**config.mk**
```make
export PLATFORM = sky130hd
export DESIGN_NAME = issue_ctrl
export DESIGN_NICKNAME = d
export VERILOG_FILES = /design/src/rtl/issue_ctrl_pkg.sv /design/src/rtl/issue_ctrl_inst_queue.sv /design/src/rtl/issue_ctrl.sv
export SDC_FILE = /design/constraint.sdc
export NUM_CORES = 1
export LEC_CHECK = 0
export ABC_CLOCK_PERIOD_IN_PS = 5900
export CAP_MARGIN = 10
export CORE_UTILIZATION = 59
export DETAILED_ROUTE_END_ITERATION = 6
export GPL_TIMING_DRIVEN = 0
export PLACE_DENSITY = 0.85
export SLEW_MARGIN = 20
export SYNTH_ARGS = -nofsm -noshare
export SYNTH_HDL_FRONTEND = slang
export SYNTH_SLANG_ARGS = --single-unit
export TNS_END_PERCENT = 20
```
**constraint.sdc**
```tcl
create_clock -name clk -period 5.9 [get_ports clk]
set_input_delay 1.18 -clock clk [delete_from_list [all_inputs] [get_ports clk]]
set_output_delay 1.18 -clock clk [all_outputs]
set_load 0.02 [all_outputs]
```
**src/rtl/issue_ctrl_pkg.sv**
```systemverilog
// Shared definitions for the issue controller: opcodes, issue classes and the queue entry payload.
package issue_ctrl_pkg;

    localparam logic TRUE  = 1'b1;
    localparam logic FALSE = 1'b0;

    localparam int unsigned WORD_W   = 32;
    localparam int unsigned OPCODE_W = 7;

    // Word-wide range type shared by instruction and PC fields
    typedef logic [WORD_W-1:0] word_t;

    localparam logic [OPCODE_W-1:0] LUI_OPCODE       = 7'b0110111;
    localparam logic [OPCODE_W-1:0] AUIPC_OPCODE     = 7'b0010111;
    localparam logic [OPCODE_W-1:0] JAL_OPCODE       = 7'b1101111;
    localparam logic [OPCODE_W-1:0] JALR_OPCODE      = 7'b1100111;
    localparam logic [OPCODE_W-1:0] BRANCH_OPCODE    = 7'b1100011;
    localparam logic [OPCODE_W-1:0] LOAD_OPCODE      = 7'b0000011;
    localparam logic [OPCODE_W-1:0] STORE_OPCODE     = 7'b0100011;
    localparam logic [OPCODE_W-1:0] ARITH_IMM_OPCODE = 7'b0010011;
    localparam logic [OPCODE_W-1:0] ARITH_OPCODE     = 7'b0110011;

    typedef enum logic [1:0] {
        ISSUE_CLASS_RS  = 2'd0,
        ISSUE_CLASS_LSB = 2'd1,
        ISSUE_CLASS_ILL = 2'd2
    } issue_class_t;

    typedef struct packed {
        word_t pc;
        word_t inst;
    } queue_entry_t;

    localparam int unsigned ENTRY_W = $bits(queue_entry_t);

    // Map an opcode to the station that will receive it
    function automatic issue_class_t classify_opcode(input logic [OPCODE_W-1:0] opcode);
        issue_class_t cls;
        case (opcode)
            LOAD_OPCODE, STORE_OPCODE: cls = ISSUE_CLASS_LSB;
            LUI_OPCODE, AUIPC_OPCODE, JAL_OPCODE, JALR_OPCODE,
            BRANCH_OPCODE, ARITH_IMM_OPCODE, ARITH_OPCODE: cls = ISSUE_CLASS_RS;
            default: cls = ISSUE_CLASS_ILL;
        endcase
        return cls;
    endfunction

endpackage

```
**src/rtl/issue_ctrl_inst_queue.sv**
```systemverilog
// In-order circular FIFO of {pc, inst} entries with synchronous clear.
module inst_queue #(
    parameter int unsigned DEPTH = 4,
    parameter int unsigned WIDTH = 64,
    localparam int unsigned PTR_W = $clog2(DEPTH),
    localparam int unsigned CNT_W = PTR_W + 1
) (
    input  logic             clk,
    input  logic             rst,
    input  logic             en,
    input  logic             push,
    input  logic             pop,
    input  logic             clear,
    input  logic [WIDTH-1:0] push_data,
    output logic [WIDTH-1:0] head_data,
    output logic             full,
    output logic             empty,
    output logic [CNT_W-1:0] count
);

    logic [WIDTH-1:0] mem [DEPTH];
    logic [PTR_W-1:0] head_ptr;
    logic [PTR_W-1:0] tail_ptr;
    logic             do_push;
    logic             do_pop;

    // A full queue refuses pushes even when the head pops in the same cycle
    assign full      = (count == CNT_W'(DEPTH));
    assign empty     = (count == '0);
    assign do_push   = push && !full;
    assign do_pop    = pop && !empty;
    assign head_data = mem[head_ptr];

    always_ff @(posedge clk) begin
        if (rst) begin
            head_ptr <= '0;
            tail_ptr <= '0;
            count    <= '0;
        end else if (en) begin
            if (clear) begin
                head_ptr <= '0;
                tail_ptr <= '0;
                count    <= '0;
            end else begin
                if (do_push) tail_ptr <= tail_ptr + PTR_W'(1);
                if (do_pop)  head_ptr <= head_ptr + PTR_W'(1);
                count <= count + CNT_W'(do_push) - CNT_W'(do_pop);
            end
        end
    end

    // Storage carries no reset; validity is tracked by count alone
    always_ff @(posedge clk) begin
        if (en && !rst && !clear && do_push) begin
            mem[tail_ptr] <= push_data;
        end
    end

endmodule

```
**src/rtl/issue_ctrl.sv**
```systemverilog
// Issue controller: buffers fetched instructions, classifies the head and strobes issue when resources allow.
module issue_ctrl
    import issue_ctrl_pkg::*;
#(
    parameter int unsigned QUEUE_DEPTH = 4,
    parameter int unsigned STALL_CNT_W = 32
) (
    input  logic                   clk,
    input  logic                   rst,
    input  logic                   rdy,
    input  logic                   fet_valid_in,
    input  logic [WORD_W-1:0]      fet_inst_in,
    input  logic [WORD_W-1:0]      fet_pc_in,
    output logic                   fet_ready_out,
    output logic                   dec_issue_signal_out,
    output logic [WORD_W-1:0]      dec_inst_out,
    output logic [WORD_W-1:0]      dec_pc_out,
    input  logic                   rob_full_in,
    input  logic                   rs_full_in,
    input  logic                   lsb_full_in,
    input  logic                   rob_flush_in,
    output logic                   illegal_out,
    output logic [STALL_CNT_W-1:0] stall_cnt_out
);

    localparam int unsigned CNT_W = $clog2(QUEUE_DEPTH) + 1;

    typedef enum logic {
        ST_RUN   = 1'b0,
        ST_FLUSH = 1'b1
    } state_t;

    state_t       state;
    state_t       next_state;
    queue_entry_t push_entry;
    queue_entry_t head_entry;
    logic [ENTRY_W-1:0] head_raw;
    logic         q_full;
    logic         q_empty;
    logic [CNT_W-1:0] q_count;
    issue_class_t head_class;
    logic         run;
    logic         head_valid;
    logic         target_full;
    logic         stall;
    logic         q_push;
    logic         q_pop;

    assign push_entry = {fet_pc_in, fet_inst_in};
    assign head_entry = queue_entry_t'(head_raw);
    assign head_class = classify_opcode(head_entry.inst[OPCODE_W-1:0]);

    inst_queue #(
        .DEPTH (QUEUE_DEPTH),
        .WIDTH (ENTRY_W)
    ) u_inst_queue (
        .clk       (clk),
        .rst       (rst),
        .en        (rdy),
        .push      (q_push),
        .pop       (q_pop),
        .clear     (rob_flush_in),
        .push_data (push_entry),
        .head_data (head_raw),
        .full      (q_full),
        .empty     (q_empty),
        .count     (q_count)
    );

    always_ff @(posedge clk) begin
        if (rst) begin
            state <= ST_RUN;
        end else begin
            state <= next_state;
        end
    end

    // Next state, issue decision and head presentation
    always_comb begin
        next_state           = state;
        run                  = rdy && !rst && (state == ST_RUN);
        head_valid           = (q_count != '0);
        target_full          = (head_class == ISSUE_CLASS_RS) ? rs_full_in : lsb_full_in;
        fet_ready_out        = FALSE;
        dec_issue_signal_out = FALSE;
        illegal_out          = FALSE;
        stall                = FALSE;
        dec_inst_out         = q_empty ? '0 : head_entry.inst;
        dec_pc_out           = q_empty ? '0 : head_entry.pc;

        if (run) begin
            fet_ready_out = !q_full;
            if (head_valid && !rob_flush_in) begin
                if (head_class == ISSUE_CLASS_ILL) begin
                    illegal_out = TRUE;
                end else if (rob_full_in || target_full) begin
                    stall = TRUE;
                end else begin
                    dec_issue_signal_out = TRUE;
                end
            end
        end

        q_push = fet_valid_in && fet_ready_out && !rob_flush_in;
        q_pop  = dec_issue_signal_out || illegal_out;

        if (rdy) begin
            case (state)
                ST_RUN:   if (rob_flush_in)  next_state = ST_FLUSH;
                ST_FLUSH: if (!rob_flush_in) next_state = ST_RUN;
                default:  next_state = ST_RUN;
            endcase
        end
    end

    // Saturating resource-stall counter
    always_ff @(posedge clk) begin
        if (rst) begin
            stall_cnt_out <= '0;
        end else if (stall && (stall_cnt_out != '1)) begin
            stall_cnt_out <= stall_cnt_out + STALL_CNT_W'(1);
        end
    end

endmodule
```
### Word level (Yosys, flattened, before mapping)

Memories as Yosys holds them, arrays and structs flattened. A register that Yosys moved wholly into a read port is not among the register bits.
Index checks and enable logic that the tools add are counted.

| operators by class | value |
|---|---|
| $add $sub $neg | 5 |
| equality and inequality tests | 12 |
| mux-type cells | 26 |
| bitwise gates (word level) | 1 |
| reduce and logical (&&, ||, !) cells | 25 |

Operator list:

| kind | number |
|---|---|
| 32-bit two-way mux | 2 |
| 32-bit by 1-bit adder with 32-bit output, second input constant | 1 |
| 32-bit != test, second input constant | 1 |
| 7-bit by 6-bit == test with 1-bit output, second input constant | 3 |
| 7-bit == test, second input constant | 3 |
| 1-bit two-way mux | 16 |
| 7-bit by 5-bit == test with 1-bit output, second input constant | 2 |
| 2-bit two-way mux | 6 |
| 1-bit logical AND | 10 |
| 7-bit by 2-bit == test with 1-bit output, second input constant | 1 |
| 7-bit OR reduction | 1 |
| 2-bit by 1-bit adder with 2-bit output, second input constant | 2 |
| 1-bit logical NOT | 4 |
| 2-bit one-hot mux with 2 select lines | 1 |
| 2-bit AND reduction | 2 |
| 2-bit nonzero test | 2 |
| 3-bit by 1-bit adder with 3-bit output | 1 |
| 3-bit == test, second input constant | 1 |
| 3-bit logical NOT | 1 |
| 3-bit two-way mux | 1 |
| 3-bit nonzero test | 1 |
| 3-bit by 1-bit subtractor with 3-bit output | 1 |
| 2-bit == test, second input constant | 1 |
| 2-bit logical NOT | 1 |
| 3 further kinds | 4 |

| word-level totals | value |
|---|---|
| register bits after elaboration | 40 |
| memory bits (writable) | 256 |
| output and inout bits | 99 |
| word-level logic and storage cells | 75 |
| memories kept | 1 |

Memories:

| name | words | bits a word | rd ports | clocked after Yosys merged registers in | wr ports | line | source |
|---|---|---|---|---|---|---|---|
| u_inst_queue.mem | 4 | 64 | 1 | 1 | 1 | issue_ctrl_inst_queue.sv:21 | `logic [WIDTH-1:0] mem [DEPTH];` |

### Longest topological paths before layout

Gate-level depths: netlist of the first run.

| logic depth | value |
|---|---|
| depth after elaboration | 16 |
| gate-level depth with buffers | 16 |
| gate-level depth less buffers | 15 |

### Cells and area by module

From an unflattened synthesis of the first run, not the netlist that was laid out.

| unflattened totals | value |
|---|---|
| cell total of the unflattened synthesis | 686 |
| area total of the unflattened synthesis | 11949.0 µm² |

By module, submodules not included:

| module | times used | cells an instance | area an instance (µm²) | seq. area each (µm²) |
|---|---|---|---|---|
| inst_queue | 1 | 398 | 9783.1 | 7867.5 |
| issue_ctrl | 1 | 288 | 2165.8 | 660.6 |

### Worst setup path after synthesis of the first run

Ideal clock, no wire load.

| timing | value |
|---|---|
| path type | input to register |
| start point | in rst |
| end point | mem u_inst_queue.mem[0][0], enable pin |
| setup time | 0.429 ns |
| arrival | 3.910 ns |
| slack | 1.561 ns |
| stages on the path | 5 |
| buffers on the path | 0 |
| cells stage by stage | or3b_1 > a21oi_1 > nand2_1 > nor2_1 > and2_1 |

| on the way | value |
|---|---|
| cells in the longest elaborated chain, start to end | 10 |
| elaborated cells between the ends (all ways) | 11 |

RTL lines:

| item | line | source |
|---|---|---|
| from (decl) | issue_ctrl.sv:9 | `input logic rst,` |
| 1-bit logical NOT | issue_ctrl.sv:81 | `run = rdy && !rst && (state == ST_RUN);` |
| 1-bit logical AND (2 in a row) | issue_ctrl.sv:81 |  |
| 1-bit two-way mux | issue_ctrl.sv:91 | `if (run) begin` |
| via fet_ready_out | issue_ctrl.sv:14 | `output logic fet_ready_out,` |
| 1-bit logical AND (2 in a row) | issue_ctrl.sv:104 | `q_push = fet_valid_in && fet_ready_out && !rob_flush_in;` |
| 1-bit logical AND | issue_ctrl_inst_queue.sv:30 | `assign do_push = push && !full;` |
| 1-bit logical AND | issue_ctrl_inst_queue.sv:54 | `if (en && !rst && !clear && do_push) begin` |
| 1-bit two-way mux | issue_ctrl_inst_queue.sv:54 |  |
| 1-bit two-way mux (not written as such) | issue_ctrl_inst_queue.sv:55 | `mem[tail_ptr] <= push_data;` |
| to (decl) | issue_ctrl_inst_queue.sv:21 |  |

The timed path passes the listed nets, and every way through them passes these cells.

==> metrics, run 1 <==
outcome=finished, final reports clean; Area Overhead vs Synth=24.8%; H-tree levels=1; EDFF count, synth=256; starting density of the core=0.610; fmax=0.203 GHz; Net Count, Synth=779; sequential fraction of the synthesis area=0.707; CTS Buf Count=30; Final Util=0.761; Core Rows=51; clock sink count=298; RSZ-0062 raised after global routing=no; post-DP HPWL=17.5 mm; PwrDens=274 nW/µm²; number of nets in the layout=984; wire length per cell=22.7 µm; fin crit share=0.837; Post-synth ARST share=0; Reg2Reg Setup Slack=1.93 ns; Critical Path Start Type=flip-flop; Fillers=1122; die height=145 µm; clock skew=0.0147 ns; DRC Markers=0; largest net degree at the start of global routing=34; Initial DRT Pass Iterations=5; ANT nets after route=0; num ports=171; Post CTS Setup Buffer Count=0; combined area of the multi-input logic cells=3330 µm²; Setup TNS Final=0 ns; Hold Vio Cnt, Final=0; CTS tree=done; DRT Wirelength=27.0 mm; slew margin rel.=0.370; synth top area cells=edfxtp_1 (64%), mux4_2 (12%), dfxtp_1 (7.0%); hold path start=state; YS warnings=0; cell accounting for the most synthesized area=edfxtp_1; Setup violations, final=0; Die ar.=21000 µm²; Peak VDD IR=0.342 mV; crit-path cells=buf_6 > buf_1 > buf_1 > mux4_2 > nor2b_1 > clkdlybuf4s50_1; Routability Congestion=0.977; fin area=15100 µm²; Tmin final=4.94 ns; vias in the first global route=7519; share of cells above drive strength 1=0.138; Die Wd=145 µm; Global Route Usage Sum=0.260; storage element area=8530 µm²; worst flop-to-flop path endpoint=u_inst_queue.count[2]; CTS clk-pin slew, worst paths=0.06 ns; #FFs+latches synth=298; CTS Hold Bufs=0; WP data required=4.72 ns; most frequent CP cell=buf_1; Setup CP Type=flip-flop to primary output; Min-Delay Path Depth=2; Slowest cell on crit path=buf_1; Worst EP arrival=3.76 ns; DR iter-0 viols=522; diode count=0; Post-Syn Area=12100 µm²; distinct cell type count after synthesis=52; Commonest cells post-synth=edfxtp_1 (256), nor2b_1 (76), mux4_2 (64); Pleak=4.66 nW; initial antenna violation count=0; maxcap violations=0; worst-skew pair later-pin latency=0.57 ns; clock buffer depth=3; max incr delay on CP=0.78 ns; cell count after synthesis=699; count leader, synth=edfxtp_1; Setup crit end kind=primary output; Syn Area/Cell=17.3 µm²; DP Area=14200 µm²; post_cts resized=0; GRT overflow=0; first-pass GRT wire length=41.7 mm; Min-Delay Endpoint=state; clock root buffer master=clkbuf_16; maximum fanout along the worst path=10; number of vias per cell=6.00; Hold Crit Class=flip-flop to flip-flop; PortBufs=169; Synth Flop Type=edfxtp_1; R2R depth=16; core area=19800 µm²; worst-margin pin slew=0.945 ns; top cell type's share of synthesized area=0.637; fin. max-slew vios=0; via count=7147
state kept, by name, indices dropped and copies added, names as in the netlist, named ones only:
register               cells
stall_cnt_out             32
u_inst_queue.head_ptr      2
u_inst_queue.tail_ptr      2
state                      1
u_inst_queue.count         3
u_inst_queue.mem         256
layout by cell type, fill, tap and decap left out, types with 8 or more instances in the layout:
master           Yosys  final
or4_1               10     10
inv_1               15     15
mux2_2              10     10
nor3_1              13     13
edfxtp_1           256    256
clkinv_1             0      9
dfxtp_1             42     42
clkbuf_1            22     33
nand4_1             11     11
mux4_2              64     64
nor2_1              23     23
nand2_1             19     19
nor2b_1             76     76
clkdlybuf4s50_1      0    169
o31ai_1             10     10
a21oi_1             22     22
nand3_1              8      8
clkbuf_16            0     30
area by class of cell:
class / instances / area share
clock inverter: 14 / 0.00582
inverter: 15 / 0.00374
sequential: 298 / 0.566
timing repair buffer: 173 / 0.118
tap: 265 / 0.0220
clock buffer: 41 / 0.0526
multi-input combinational: 349 / 0.221
buffer: 37 / 0.0107
metal layers:
metal | wire length, µm | GRT usage
met1 | 10400 | 0.319
met2 | 14100 | 0.464
met3 | 1940 | 0.0544
met4 | 624 | 0.0782
met5 | 0 | 0
stage by stage:
stage | total power (W) | setup slack (ns) | std cells | hold slack (ns)
after floorplan | 0.00238 | 1.56 | 699 | 0.426
after global routing | 0.00423 | 0.669 | 1192 | 0.504
after CTS | 0.00415 | 0.837 | 1192 | 0.472
after detailed placement | 0.00247 | 1.01 | 1137 | 0.458
after global placement | 0.00246 | 0.0456 | 1133 | 0.449
final | 0.00412 | 0.962 | 1192 | 0.477
worst max-delay path, delay by kind of cell, from the launching register on:
family / cells / cell delay [ns]
muxes: 1 / 0.61
buffers and inverters: 4 / 2.09
and+or+nand+nor: 1 / 0.17
DFF: 1 / 0.32
how the worst max path moves through the flow:
stage,depth (start not counted),to,startpoint
after floorplan,5,u_inst_queue.mem[0][0],rst
after global routing,6,dec_pc_out[4],flip-flop
final,6,dec_pc_out[4],flip-flop
after CTS,6,dec_pc_out[10],flip-flop
after global placement,6,u_inst_queue.mem[3][53],rdy
after detailed placement,7,dec_issue_signal_out,rdy
report_power, final:
group | internal [W] | total (W) | switching [W]
registers | 0.00230 | 0.00230 | 0.00000297
clock network | 0.000938 | 0.00170 | 0.000757
logic | 0.0000651 | 0.000129 | 0.0000643
cell families after synthesis:
logic type	synth area share
xor gates and xnor gates	0.00145
and+or+nand+nor	0.0989
AOI/OAI and AO/OA	0.0327
DFF	0.707
adders and majority gates	0.00892
buffers and inverters	0.0180
muxes	0.133
No activity file was read; power rests on OpenSTA's default activity.
==> run 2, diff against run 1 <==
--- a/config.mk
+++ b/config.mk
@@ -5,12 +5,12 @@
 export SDC_FILE = /design/constraint.sdc
 export NUM_CORES = 1
 export LEC_CHECK = 0
-export ABC_CLOCK_PERIOD_IN_PS = 5900
+export ABC_CLOCK_PERIOD_IN_PS = 4700
 export CAP_MARGIN = 10
-export CORE_UTILIZATION = 59
+export CORE_UTILIZATION = 54
 export DETAILED_ROUTE_END_ITERATION = 6
 export GPL_TIMING_DRIVEN = 0
-export PLACE_DENSITY = 0.85
+export PLACE_DENSITY = 0.79
 export SLEW_MARGIN = 20
 export SYNTH_ARGS = -nofsm -noshare
 export SYNTH_HDL_FRONTEND = slang
==> constraint.sdc (replaced) <==
create_clock -name clk -period 4.7 [get_ports clk]
set_input_delay 0.94 -clock clk [delete_from_list [all_inputs] [get_ports clk]]
set_output_delay 0.94 -clock clk [all_outputs]
set_load 0.02 [all_outputs]
==> metrics, run 2 (synthesis gave the netlist of run 1 again) <==
CTS Hold Bufs=0; Die Wd=151 µm; Post CTS Setup Buffer Count=0; fin crit share=0.962; share of cells above drive strength 1=0.145; clock skew=0.0120 ns; largest net degree at the start of global routing=38; via count=6985; PortBufs=169; largest reg by FF count=u_inst_queue.mem; CTS clk-pin slew, worst paths=0.06 ns; Setup WS pre-CTS=0.219 ns; RSZ-0062 raised after global routing=yes; outcome=finished, final reports clean; ANT nets after route=0; CTS tree=done; clock root buffer master=clkbuf_16; Pleak=4.69 nW; Setup CP Type=flip-flop to primary output; Fillers=1489; maximum fanout along the worst path=10; Global Route Usage Sum=0.220; fin. max-slew vios=0; clock buffer depth=3; CTS Buf Count=30; setup ws final=0.177 ns; die height=151 µm; DRT Wirelength=24.6 mm; Reg2Reg Setup Slack=0.74 ns; fmax=0.221 GHz; top flop regs=u_inst_queue.mem x256, stall_cnt_out x32, u_inst_queue.count x3; initial antenna violation count=3; commonest non-fill, non-tap cells in the layout=edfxtp_1 (256), clkdlybuf4s50_1 (169), nor2b_1 (76), mux4_2 (64), dfxtp_1 (42); clock sink count=298; slew margin rel.=0.432; number of vias per cell=5.79; Min-Delay Path Depth=1; first-pass GRT wire length=37.9 mm; Worst EP arrival=3.58 ns; Tmin final=4.52 ns; wire length per cell=20.4 µm; Setup crit end kind=primary output; DR iter-0 viols=392; H-tree levels=1; Setup violations, final=0; hold path start=u_inst_queue.head_ptr[1]; worst-margin pin slew=0.851 ns; post-DP HPWL=16.2 mm; WP data required=3.76 ns; Critical Path Start Type=flip-flop; Hold Crit Class=flip-flop to flip-flop; number of nets in the layout=984; Routability Congestion=0.927; Core Rows=54; Initial DRT Pass Iterations=5; combined area of the multi-input logic cells=3330 µm²; post-route insts no fill=1207; R2R depth=16; worst-skew pair later-pin latency=0.54 ns; vias in the first global route=6948; maxcap violations=0; PwrDens=345 nW/µm²; DRC Markers=0; num ports=171; commonest non-fill, non-tap cell in the layout=edfxtp_1; core area=21900 µm²; number of flip-flops in the largest register=256; storage element area=8530 µm²; starting density of the core=0.551; worst flop-to-flop path endpoint=u_inst_queue.count[2]; Peak VDD IR=0.311 mV; Area Overhead vs Synth=25.2%; hold_ws=0.453 ns; Setup TNS Final=0 ns; Die ar.=22900 µm²; Hold Vio Cnt, Final=0; GRT overflow=0; placed cells=1152
run 2: cell count changes in the layout (fill, tap and decap cells not counted), moves of 2 or more:
| cell | change |
|---|---|
| clkbuf_2 | +6 |
| clkbuf_16 | +2 |
| diode_2 | +3 |
| clkinv_1 | -7 |
| buf_1 | -3 |
run 2: layout make-up:
cell class | instances | share of cell area
inverter | 15 | 0.00373
antenna | 3 | 0.000497
timing repair buffer | 173 | 0.117
tap | 280 | 0.0232
clock inverter | 3 | 0.000828
buffer | 37 | 0.0114
sequential | 298 | 0.564
clock buffer | 49 | 0.0581
multi-input combinational | 349 | 0.220
run 2: stage by stage:
stage,utilization,total power [W],cell area [µm²]
after global routing,0.690,0.00536,15100
after CTS,0.690,0.00524,15100
after global placement,0.644,0.00309,14100
after floorplan,-,0.00299,12100
final,0.690,0.00521,15100
after detailed placement,0.649,0.00310,14200
run 2: what timing repair did:
action | 4_1_cts | 5_1_grt
setup endpoints to repair | 25 | 26
hold endpoints to repair | 0 | 0
resized for setup | 2 | 6
run 2: worst max-delay path, cell delays in order (launching register included):
cell             delay, ns
dfxtp_1               0.30
clkbuf_1              0.50
clkbuf_1              0.52
clkbuf_1              0.53
mux4_2                0.31
nor2b_1               0.22
clkdlybuf4s50_1       0.64
run 2: worst max path at each step:
stage / startpoint / end / slack [ns] / cells past startpoint
5_1_grt: flip-flop / dec_pc_out[16] / -0.06 / 6
2_1_floorplan: rst / u_inst_queue.mem[0][0] / 0.60 / 5
4_1_cts: flip-flop / dec_pc_out[27] / -0.03 / 6
3_3_place_gp: rdy / u_inst_queue.mem[1][45] / -1.14 / 6
6_report: flip-flop / dec_pc_out[16] / 0.18 / 6
3_5_place_dp: rdy / u_inst_queue.count[2] / 0.22 / 16
run 2: routing by layer:
metal / wire (µm) / up-vias / track usage
met4: 339 / 2 / 0.0480
li1: - / 3197 / -
met3: 2090 / 32 / 0.0560
met1: 10100 / 3491 / 0.293
met2: 12100 / 263 / 0.365
met5: 13 / - / 0
run 2: power breakdown:
part / total (W) / switching, W / internal, W
clock network: 0.00217 / 0.000909 / 0.00126
registers: 0.00289 / 0.00000334 / 0.00288
logic: 0.000159 / 0.0000774 / 0.0000817
total: 0.00521 / 0.000990 / 0.00422
==> run 3, diff against run 2 <==
--- a/config.mk
+++ b/config.mk
@@ -8,6 +8,7 @@
 export ABC_CLOCK_PERIOD_IN_PS = 4700
 export CAP_MARGIN = 10
 export CORE_UTILIZATION = 54
+export CTS_CLUSTER_SIZE = 28
 export DETAILED_ROUTE_END_ITERATION = 6
 export GPL_TIMING_DRIVEN = 0
 export PLACE_DENSITY = 0.79
==> constraint.sdc (replaced) <==
create_clock -name clk -period 4.7 [get_ports clk]
set_input_delay 0.94 -clock clk [delete_from_list [all_inputs] [get_ports clk]]
set_output_delay 0.94 -clock clk [all_outputs]
set_load 0.05 [all_outputs]
==> metrics, run 3 (synthesis gave the netlist of run 1 again) <==
starting density of the core=0.551; largest net degree at the start of global routing=38; vias in the first global route=6958; Critical Path Start Type=flip-flop; top flop regs=u_inst_queue.mem x256, stall_cnt_out x32, u_inst_queue.count x3; number of flip-flops in the largest register=256; commonest non-fill, non-tap cell in the layout=edfxtp_1; DRC Markers=0; Die ar.=22900 µm²; GRT overflow=0; fmax=0.222 GHz; CTS Hold Bufs=0; Hold Vio Cnt, Final=0; Routability Congestion=0.927; PortBufs=169; PwrDens=345 nW/µm²; wire length per cell=20.4 µm; Peak VDD IR=0.312 mV; Worst EP arrival=3.57 ns; Pleak=4.72 nW; Setup WS pre-CTS=0.0863 ns; number of vias per cell=5.78; num ports=171; clock root buffer master=clkbuf_16; Setup crit end kind=primary output; via count=6970; DRT Wirelength=24.6 mm; die height=151 µm; DP Area=14200 µm²; initial antenna violation count=3; maxcap violations=0; commonest non-fill, non-tap cells in the layout=edfxtp_1 (256), clkdlybuf4s50_1 (168), nor2b_1 (76), mux4_2 (64), dfxtp_1 (42); post-route insts no fill=1206; Final Util=0.691; maximum fanout along the worst path=10; fin area=15100 µm²; largest reg by FF count=u_inst_queue.mem; worst-skew pair later-pin latency=0.54 ns; Die Wd=151 µm; CTS clk-pin slew, worst paths=0.06 ns; clock skew=0.0135 ns; Setup CP Type=flip-flop to primary output; CTS Buf Count=30; CTS tree=done; placed cells=1152; H-tree levels=1; clock sink count=298; DR iter-0 viols=403; Total Power=0.00522 W; number of nets in the layout=984; post_cts resized=10; clock buffer depth=3; Core Rows=54; fin crit share=0.960; Post CTS Setup Buffer Count=0; RSZ-0062 raised after global routing=no; setup ws final=0.188 ns; share of cells above drive strength 1=0.148; Tmin final=4.51 ns; worst-margin pin slew=0.852 ns; Setup violations, final=0; fin. max-slew vios=0; post-DP HPWL=16.2 mm; Area Overhead vs Synth=25.3%; Initial DRT Pass Iterations=6; outcome=finished, final reports clean; Global Route Usage Sum=0.220; WP data required=3.76 ns; slew margin rel.=0.432; core area=21900 µm²; Hold Crit Class=flip-flop to flip-flop; first-pass GRT wire length=38.0 mm; ANT nets after route=0
run 3: cell count changes in the layout (fill, tap and decap cells not counted):
cell,change
clkdlybuf4s50_1,-1
buf_1,-1
diode_2,-1
buf_2,+1
clkbuf_1,-2
dlymetal6s2s_1,+1
clkdlybuf4s15_2,+2
run 3: metrics by stage:
step / setup TNS, ns / hold slack, ns
finish: 0 / 0.453
detailed placement: 0 / 0.450
CTS: 0 / 0.456
global placement: -272.68 / 0.445
global route: 0 / 0.491
floorplan: 0 / 0.426
run 3: per-layer routing:
layer / GRT usage / routed length [µm]
met1: 0.293 / 10100
met2: 0.367 / 12100
met3: 0.0560 / 1990
met4: 0.0480 / 369
met5: 0 / 13
run 3: path summary, 6_finish.rpt:
check	end	cells after the start	startpoint	slack, ns
min reg2reg	flip-flop	1	u_inst_queue.head_ptr[1]	0.45
max reg2reg	u_inst_queue.count[2]	16	flip-flop	0.75
max	dec_pc_out[16]	6	flip-flop	0.19
min	flip-flop	1	u_inst_queue.head_ptr[1]	0.45
run 3: cell type report:
cell class              count  area (µm²)
flip-flops and latches    298        8530
diodes                      2        5.00
well taps                 280         350
repair buffers            173        1770
multi-input cells         349        3330
plain buffers              37         189
fillers                  1484        6770
clock buffers              49         878
inverters                  15        56.3
clock inverters             3        12.5
run 3: report_power, final:
| part | total, W | internal [W] | switching, W |
|---|---|---|---|
| Combinational | 0.000168 | 0.0000817 | 0.0000864 |
| Clock | 0.00217 | 0.00126 | 0.000908 |
| Sequential | 0.00289 | 0.00288 | 0.00000334 |
| Total | 0.00522 | 0.00422 | 0.000998 |
run 3: worst max-delay path, cell delays in order (launching register included):
cell and delay (ns):
dfxtp_1 0.30, clkbuf_1 0.50, clkbuf_1 0.53, clkbuf_2 0.39
mux4_2 0.25, nor2b_1 0.21, clkdlybuf4s50_1 0.84
